==> config.mk <==
export PLATFORM = sky130hd
export DESIGN_NAME = ram_burst_master
export DESIGN_NICKNAME = d
export VERILOG_FILES = /design/src/rtl/ram_burst_pkg.sv /design/src/rtl/ram_rd_skid.sv /design/src/rtl/ram_burst_master.sv
export SDC_FILE = /design/constraint.sdc
export NUM_CORES = 1
export LEC_CHECK = 0
export ABC_AREA = 1
export CAP_MARGIN = 30
export CORE_MARGIN = 4
export CORE_UTILIZATION = 50
export CTS_BUF_LIST = sky130_fd_sc_hd__clkbuf_4 sky130_fd_sc_hd__clkbuf_8
export CTS_CLUSTER_DIAMETER = 100
export DETAILED_ROUTE_END_ITERATION = 6
export HOLD_SLACK_MARGIN = 0.06
export PLACE_DENSITY = 0.83
export SKIP_LAST_GASP = 1
export SLEW_MARGIN = 30
export SYNTH_ARGS = -nofsm -noshare
export SYNTH_HDL_FRONTEND = slang
export SYNTH_HIERARCHICAL = 1
export SYNTH_SLANG_ARGS = --single-unit
==> constraint.sdc <==
create_clock -name clk -period 3.4 [get_ports clk]
set_input_delay 1.02 -clock clk [delete_from_list [all_inputs] [get_ports clk]]
set_output_delay 1.02 -clock clk [all_outputs]
set_load 0.005 [all_outputs]
==> src/rtl/ram_burst_pkg.sv <==
// Shared types and constants for the RAM burst master and its read skid buffer.
package ram_burst_pkg;

  typedef enum logic [1:0] {IDLE, WRITE, READ, DONE} burst_state_e;

  localparam int SKID_DEPTH = 2;
  localparam int SKID_PTR_W = $clog2(SKID_DEPTH);
  localparam int SKID_CNT_W = $clog2(SKID_DEPTH + 1);

endpackage

==> src/rtl/ram_rd_skid.sv <==
// Two-entry read-data skid FIFO with a combinational bypass when empty and a
// synchronous flush that also serves as its reset.
module ram_rd_skid
  import ram_burst_pkg::*;
#(
  parameter int DATA_WIDTH = 32
) (
  input  logic                  clk,
  input  logic                  flush_i,
  input  logic                  push_i,
  input  logic [DATA_WIDTH-1:0] pushData_i,
  output logic                  outValid_o,
  input  logic                  outReady_i,
  output logic [DATA_WIDTH-1:0] outData_o,
  output logic [SKID_CNT_W-1:0] count_o
);

  logic [DATA_WIDTH-1:0] mem_q [SKID_DEPTH];
  logic [SKID_PTR_W-1:0] rdPtr_q;
  logic [SKID_PTR_W-1:0] wrPtr_q;
  logic [SKID_CNT_W-1:0] count_q;
  logic                  empty;
  logic                  doWrite;
  logic                  doRead;

  // An empty buffer forwards the incoming beat so the stream keeps full rate.
  assign empty      = (count_q == '0);
  assign outValid_o = !empty || push_i;
  assign outData_o  = empty ? pushData_i : mem_q[rdPtr_q];
  assign count_o    = count_q;
  assign doWrite    = push_i && !(empty && outReady_i);
  assign doRead     = outReady_i && !empty;

  always_ff @(posedge clk) begin
    if (flush_i) begin
      rdPtr_q <= '0;
      wrPtr_q <= '0;
      count_q <= '0;
    end else begin
      if (doWrite) begin
        mem_q[wrPtr_q] <= pushData_i;
        wrPtr_q        <= wrPtr_q + SKID_PTR_W'(1);
      end
      if (doRead) begin
        rdPtr_q <= rdPtr_q + SKID_PTR_W'(1);
      end
      count_q <= count_q + SKID_CNT_W'(doWrite) - SKID_CNT_W'(doRead);
    end
  end

endmodule

==> src/rtl/ram_burst_master.sv <==
// Burst read/write initiator for the single-port synchronous RAM.
// Optional RAM_BURST_MASTER_BOUND_EN rejects bursts that would cross the top of memory.
module ram_burst_master
  import ram_burst_pkg::*;
#(
  parameter int DATA_WIDTH = 32,
  parameter int ADDR_WIDTH = 10,
  parameter int LEN_WIDTH  = 8
) (
  input  logic                  clk,
  input  logic                  rst,
  input  logic                  cmd_valid,
  output logic                  cmd_ready,
  input  logic                  cmd_wr,
  input  logic [ADDR_WIDTH-1:0] cmd_addr,
  input  logic [LEN_WIDTH-1:0]  cmd_len,
  input  logic                  wdata_valid,
  output logic                  wdata_ready,
  input  logic [DATA_WIDTH-1:0] wdata,
  output logic                  rdata_valid,
  input  logic                  rdata_ready,
  output logic [DATA_WIDTH-1:0] rdata,
  output logic                  busy,
  output logic                  done,
  output logic                  err,
  output logic                  ram_en,
  output logic                  ram_wr_rdn,
  output logic [ADDR_WIDTH-1:0] ram_addr,
  output logic [DATA_WIDTH-1:0] ram_data_wr,
  input  logic [DATA_WIDTH-1:0] ram_data_rd
);

  burst_state_e          state_q;
  logic [ADDR_WIDTH-1:0] addr_q;
  logic [LEN_WIDTH-1:0]  lenLeft_q;
  logic [LEN_WIDTH:0]    issLeft_q;
  logic                  inFlight_q;

  logic                  cmdFire;
  logic                  wrFire;
  logic                  rdIssue;
  logic                  rdPop;
  logic                  outOfBound;
  logic                  skidValid;
  logic [DATA_WIDTH-1:0] skidData;
  logic [SKID_CNT_W-1:0] skidCount;

  assign cmdFire = cmd_valid && cmd_ready;
  assign wrFire  = wdata_valid && wdata_ready;
  assign rdPop   = rdata_valid && rdata_ready;

  // Reads are issued only while the skid buffer can absorb every outstanding beat.
  assign rdIssue = (state_q == READ) && (issLeft_q != '0) &&
                   ((int'(skidCount) + int'(inFlight_q)) < SKID_DEPTH);

`ifdef RAM_BURST_MASTER_BOUND_EN
  localparam int SUM_W = ADDR_WIDTH + LEN_WIDTH + 1;
  localparam logic [SUM_W-1:0] ADDR_MAX = SUM_W'({ADDR_WIDTH{1'b1}});

  logic [SUM_W-1:0] burstEnd;
  logic             err_q;

  assign burstEnd   = SUM_W'(cmd_addr) + SUM_W'(cmd_len);
  assign outOfBound = (burstEnd > ADDR_MAX);
  assign err        = err_q;

  always_ff @(posedge clk) begin
    if (rst) begin
      err_q <= 1'b0;
    end else begin
      err_q <= cmdFire && outOfBound;
    end
  end
`else
  assign outOfBound = 1'b0;
  assign err        = 1'b0;
`endif

  assign cmd_ready   = (state_q == IDLE);
  assign wdata_ready = (state_q == WRITE);
  assign busy        = (state_q != IDLE);
  assign done        = (state_q == DONE);

  // RAM strobes are combinational so a write beat lands in the cycle it is offered.
  assign ram_en      = !rst && (((state_q == WRITE) && wdata_valid) || rdIssue);
  assign ram_wr_rdn  = (state_q == WRITE);
  assign ram_addr    = ((state_q == WRITE) || (state_q == READ)) ? addr_q : '0;
  assign ram_data_wr = (state_q == WRITE) ? wdata : '0;

  assign rdata_valid = (state_q == READ) && skidValid;
  assign rdata       = rdata_valid ? skidData : '0;

  ram_rd_skid #(
    .DATA_WIDTH(DATA_WIDTH)
  ) uSkid (
    .clk       (clk),
    .flush_i   (rst),
    .push_i    (inFlight_q),
    .pushData_i(ram_data_rd),
    .outValid_o(skidValid),
    .outReady_i(rdata_ready && (state_q == READ)),
    .outData_o (skidData),
    .count_o   (skidCount)
  );

  // Burst sequencing: write beats and read pops both count down the same beat counter.
  always_ff @(posedge clk) begin
    if (rst) begin
      state_q    <= IDLE;
      addr_q     <= '0;
      lenLeft_q  <= '0;
      issLeft_q  <= '0;
      inFlight_q <= 1'b0;
    end else begin
      inFlight_q <= rdIssue;
      case (state_q)
        IDLE: begin
          if (cmdFire) begin
            addr_q    <= cmd_addr;
            lenLeft_q <= cmd_len;
            issLeft_q <= {1'b0, cmd_len} + (LEN_WIDTH + 1)'(1);
            if (outOfBound) begin
              state_q <= DONE;
            end else if (cmd_wr) begin
              state_q <= WRITE;
            end else begin
              state_q <= READ;
            end
          end
        end
        WRITE: begin
          if (wrFire) begin
            addr_q    <= addr_q + ADDR_WIDTH'(1);
            lenLeft_q <= lenLeft_q - LEN_WIDTH'(1);
            if (lenLeft_q == '0) begin
              state_q <= DONE;
            end
          end
        end
        READ: begin
          if (rdIssue) begin
            addr_q    <= addr_q + ADDR_WIDTH'(1);
            issLeft_q <= issLeft_q - (LEN_WIDTH + 1)'(1);
          end
          if (rdPop) begin
            lenLeft_q <= lenLeft_q - LEN_WIDTH'(1);
            if (lenLeft_q == '0) begin
              state_q <= DONE;
            end
          end
        end
        DONE: begin
          state_q <= IDLE;
        end
        default: begin
          state_q <= IDLE;
        end
      endcase
    end
  end

endmodule

---- Word level (Yosys, flattened, before mapping) ----
Memory sizes are Yosys's and may differ from the RTL's. A register that Yosys moved wholly into a read port is not among the register bits.
Cells that the tools add are included.
operators by class
  add/sub/neg operators ................... 9
  div/mod/pow operators ................... 0
  muxes and demuxes ....................... 26
  shifts and indexed selects .............. 0
  multipliers ............................. 0
  order comparisons ....................... 1
  reduce and logical (&&, ||, !) cells .... 28
  bitwise operators ....................... 0
  equal/unequal tests ..................... 7
operators with widths
  operator               count
  $mux 32                3
  $mux 10                4
  $pmux 10 s3            1
  $mux 8                 3
  $pmux 8 s3             1
  $mux 9                 2
  $pmux 9 s2             1
  $logic_and 1x1->1      11
  $add 10x1->10 const B  1
  $mux 2                 5
  $add 8x1->9 const B    1
  $reduce_bool 9->1      1
  $sub 9x1->9 const B    1
  $logic_not 8->1        1
  $pmux 2 s4             1
  $reduce_and 4->1       2
  $sub 8x1->8 const B    1
  $reduce_and 3->1       2
  $mux 1                 5
  $eq 2x2->1 const B     2
  $logic_not 2->1        2
  $ne 2x1->1 const B     2
  $ne 2x2->1 const B     2
  $reduce_bool 2->1      2
  other kinds (9)        14
word-level totals
  memories ................................ 1
  memory bits (writable) .................. 64
  register bits ........................... 34
  logic and storage cells ................. 80
  latch bits .............................. 0
  input port bits ......................... 88
  bits in read-only memories .............. 0
  output and inout port bits .............. 82
memories
  name         depth  width  rd ports  clocked after memory_dff  wr ports  RTL line           source
  uSkid.mem_q  2      32     1         1                         1         ram_rd_skid.sv:18  logic [DATA_WIDTH-1:0] mem_q [SKID_DEPTH];

---- Depth between registers and ports, before layout ----
  word-level depth ........................ 8
  mapped depth ............................ 15
  mapped depth without buffers ............ 14

---- By module ----
The synthesis kept the hierarchy.
by module, submodules not included
  module            instances  seq. area each (um2)  area an instance (um2)  cells an instance
  ram_rd_skid       1          2021.9                3078.0                  279
  ram_burst_master  1          600.6                 2826.5                  532

---- Worst setup path before layout ----
Ideal clock, no wire load.
  path type ............................... input-to-reg
  from .................................... input port rdata_ready
  to ...................................... memory uSkid.mem_q[1][0] (enable)
  arrival ................................. 2.629 ns
  path buffers ............................ 0
  data required time ...................... 2.979 ns
  stages on the path ...................... 5
  setup slack ............................. 0.350 ns
  setup time .............................. 0.421 ns
  cell sequence ........................... nand2_1 > inv_1 > nand2_4 > nand2_2 > nor2_1
on the way
  longest elaborated chain between the ends .. 7
ends and longest elaborated chain
  item                          RTL line                 source
  start: declaration            ram_burst_master.sv:21   input logic rdata_ready,
  $logic_and 1x1->1             ram_burst_master.sv:101  .outReady_i(rdata_ready && (state_q == READ)),
  $logic_and 1x1->1             ram_rd_skid.sv:31        assign doWrite = push_i && !(empty && outReady_i);
  $logic_not 1->1               ram_rd_skid.sv:31
  $logic_and 1x1->1             ram_rd_skid.sv:31
  $mux 1                        ram_rd_skid.sv:40        if (doWrite) begin
  $mux 1                        ram_rd_skid.sv:35        if (flush_i) begin
  $mux 1 (implied by the code)  ram_rd_skid.sv:41        mem_q[wrPtr_q] <= pushData_i;
  end: declaration              ram_rd_skid.sv:18
Every way passes these cells.

---- Worst setup path after layout ----
  from .................................... input port ram_data_rd[30]
  to ...................................... output port rdata[30]
on the way
  longest elaborated chain between the ends .. 2
ends and longest elaborated chain
  item                    RTL line                source
  start: declaration      ram_burst_master.sv:30  input logic [DATA_WIDTH-1:0] ram_data_rd
  $mux 32                 ram_rd_skid.sv:29       assign outData_o = empty ? pushData_i : mem_q[rdPtr_q];
  named net skidData[30]  ram_burst_master.sv:45  logic [DATA_WIDTH-1:0] skidData;
  $mux 32                 ram_burst_master.sv:91  assign rdata = rdata_valid ? skidData : '0;
  end: declaration        ram_burst_master.sv:22  output logic [DATA_WIDTH-1:0] rdata,
The timed path passes the listed nets, and every way through them passes these cells.

==> impl_metrics.yaml <==
clock_tree:
  cts.sinks: 99
  path_clk_slew_ns: 0.10
  numCtsBuffers: 9
  post_cts_buffers: 0
  clock_latency_ns: 0.37
  cts.path.max_buffers: 2
  htree_levels: 3
  cts_tree: "yes"
  cts-root-buf: "clkbuf_8"
logic_synthesis:
  muxShareOfSynthArea_pct: 0
  synth_enable_flop_cells: 64
  syn_avg_cell_area_um2: 7.28
  async_reset_ff_share_pct: 0
  yosys_warnings: 6
  synth_compound_area_share_pct: 11.1
  ys_seq_area_share_pct: 44.4
  synth_area_um2: 5900
  synth_adder_area_share_pct: 2.54
  yosys.area_share.simple_pct: 26.7
  ys_types: 35
  synth-xor-area-share_pct: 0.742
  synth_top_family_by_area: "simple AND/OR/NAND/NOR gates"
  synth_flop_cell: "edfxtp_1"
  syn_inst: 811
  syn_nets: 911
  synth_seq_cells: 99
finish:
  multi_input_area_um2: 2430
  layout_common_cells: "214 x nand2_1, 151 x inv_1, 146 x clkdlybuf4s50_1"
  layout_commonest_cell: "nand2_1"
  drive_above_1_share_pct: 7.65
  nNetsFinal: 1075
  num_antenna_cells: 0
  ff_latch_area_um2: 2620
  fill_cells: 941
  final_util_pct: 69.2
  final_cell_area_um2: 7940
  area_delta_synth_final_pct: 34.5
sta:
  tightest_slew_ns: 0.770
  setup_viol: 0
  slew_violations: 0
  fin_crit_sh_pct: 98.4
  min_period_ns: 3.35
  fin_skew_ns: 0.0135
  fmax_mhz: 299
  finalHoldViolations: 0
  slew_headroom_pct: 48.6
  finalSetupTns_ns: 0
drt:
  drt_iter0_drc: 301
  first_pass_iters: 4
  drtAntennaViolNets: 0
  route.met3.wl_um: 950
  wire_per_inst_um: 12.6
  routed_wl_mm: 14.1
  met2_length_mm: 6.64
  highest_layer: "met5"
  wl_met1_mm: 6.32
  routed_via_density: 4.83
  vias: 5419
  post-route-drc-count: 0
critical_path:
  critical_path_buf_inv_count: 3
  cp_common_cell: "clkdlybuf4s50_1"
  path_depth: 6
  crit_fanout: 3
  crit_path_end: "rdata[30]"
  worstPathCellList: "clkdlybuf4s50_1 > nand2_1 > o21ai_2 > inv_1 > nor2_1 > clkdlybuf4s50_1"
  r2r_setup_slack_ns: 0.89
  slowest_delay_ns: 0.52
  startpoint_type: "input port"
  worst_ep_arrival_time_ns: 2.33
  reg2reg_from: "state_q[0]"
  startpoint: "ram_data_rd[30]"
  crit_slowest_cell: "clkdlybuf4s50_1"
  worstPathRequired_ns: 2.38
  critPathTopFamily: "buffers and inverters"
  rr_worst_depth: 10
  timing.rr.end: "addr_q[7]"
  crit_path_end_kind: "primary output"
  critical_path_class: "in2out"
floorplan:
  fp.dieW_um: 117
  die-area_um2: 13600
  core-area_um2: 11500
  rows: 39
  initial_core_util_pct: 51.5
  ioPinCount: 170
  die_y_um: 117
global_route:
  grt_overflow_total: 0
  grt_use_total_pct: 20.3
  grt_pass1_wl_mm: 22.3
  grt_pass1_vias: 4831
  grt_max_degree: 67
  antenna_found_initial: 1
pwr:
  power_density_nw_per_um2: 542
  peakVddDrop_mv: 0.493
  leakage_nw: 4.08
  total_power_mw: 4.30
placement:
  place_area_um2: 7680
  numPortBuffers: 168
  dp_hpwl_mm: 10.3
  gp_congestion: 0.918
run:
  maxCapViolCount: 0
run_status:
  outcome: "completed"
worst_hold_path:
  worst_hold_path_type: "reg2reg"
flip-flops by register name (all words and copies together) (netlist names), named ones only:
| register | cells |
|---|---|
| inFlight_q | 1 |
| state_q | 2 |
| uSkid/mem_q | 64 |
| issLeft_q | 9 |
| uSkid/wrPtr_q | 1 |
| lenLeft_q | 8 |
| uSkid/rdPtr_q | 1 |
| addr_q | 10 |
| uSkid/count_o | 2 |
cell usage after synthesis (8+ instances only):
library cell	instances	area, µm²
o21ai_2	11	96.3
clkbuf_1	10	37.5
a21oi_1	27	135
o21ai_0	54	270
inv_1	151	567
buf_2	9	45.0
dfxtp_1	35	701
o21ai_1	24	120
nor2_1	100	375
nand3_1	37	185
edfxtp_1	64	1920
nand2_1	214	803
nand2_2	8	50.1
ha_1	12	150
stage by stage:
stage               cells  setup WS [ns]  hold slack, ns
floorplan             811          0.350           0.452
global placement     1107         0.0351           0.462
detailed placement   1107       -0.00408           0.473
CTS                  1123        0.00433           0.491
global route         1123        -0.0157           0.512
finish               1123         0.0538           0.500
worst min-delay path by stage:
| stage | start | cells after the start | endpoint | slack, ns |
|---|---|---|---|---|
| after CTS | lenLeft_q[4] | 2 | lenLeft_q[4] | 0.49 |
| after floorplan | issLeft_q[0] | 2 | issLeft_q[0] | 0.45 |
| after detailed placement | lenLeft_q[4] | 2 | lenLeft_q[4] | 0.47 |
| after global routing | lenLeft_q[4] | 2 | lenLeft_q[4] | 0.51 |
| final | lenLeft_q[4] | 2 | lenLeft_q[4] | 0.50 |
| after global placement | issLeft_q[0] | 2 | issLeft_q[0] | 0.46 |
repair_timing:
| action | CTS | global route |
|---|---|---|
| pin swaps | 0 | 0 |
| setup endpoints to repair | 1 | 21 |
| hold buffers | 0 | 0 |
| gates resized for setup | 1 | 21 |
cell type report:
type	instances	area share [%]
Multi-Input combinational cell	520	30.6
Sequential cell	99	33.0
Tap cell	143	2.25
Inverter	157	7.45
Timing Repair Buffer	188	24.0
Clock inverter	7	1.01
Clock buffer	9	1.56
worst reg2reg max path, stage by stage (launching register included):
cell	delay [ns]
dfxtp_1	0.41
inv_1	0.11
ha_1	0.55
buf_4	0.25
inv_1	0.35
or2_2	0.42
nor2_1	0.11
nor2_1	0.05
nand3_1	0.06
nand2_1	0.06
nor2_1	0.10
routing by layer:
layer | global-route usage, % | vias up
met5 | 0 | -
met4 | 5.66 | 2
met3 | 4.35 | 21
met2 | 31.9 | 177
met1 | 28.6 | 2378
li1 | - | 2841
power by group:
group / leakage (nW) / total, mW / internal, mW / switching [mW]
Clock: 0.0973 / 0.777 / 0.351 / 0.427
Sequential: 0.865 / 1.57 / 1.45 / 0.123
Combinational: 3.11 / 1.95 / 0.807 / 1.15
cells by family (layout without fill, tap and decap cells):
logic type,Yosys count,after routing
xor+xnor,5,5
buf+inv,192,361
flops,99,99
compound gates,121,121
other cells,1,1
simple gates,381,381
fa+ha+maj,12,12
Power figures use the tool's default switching activity.
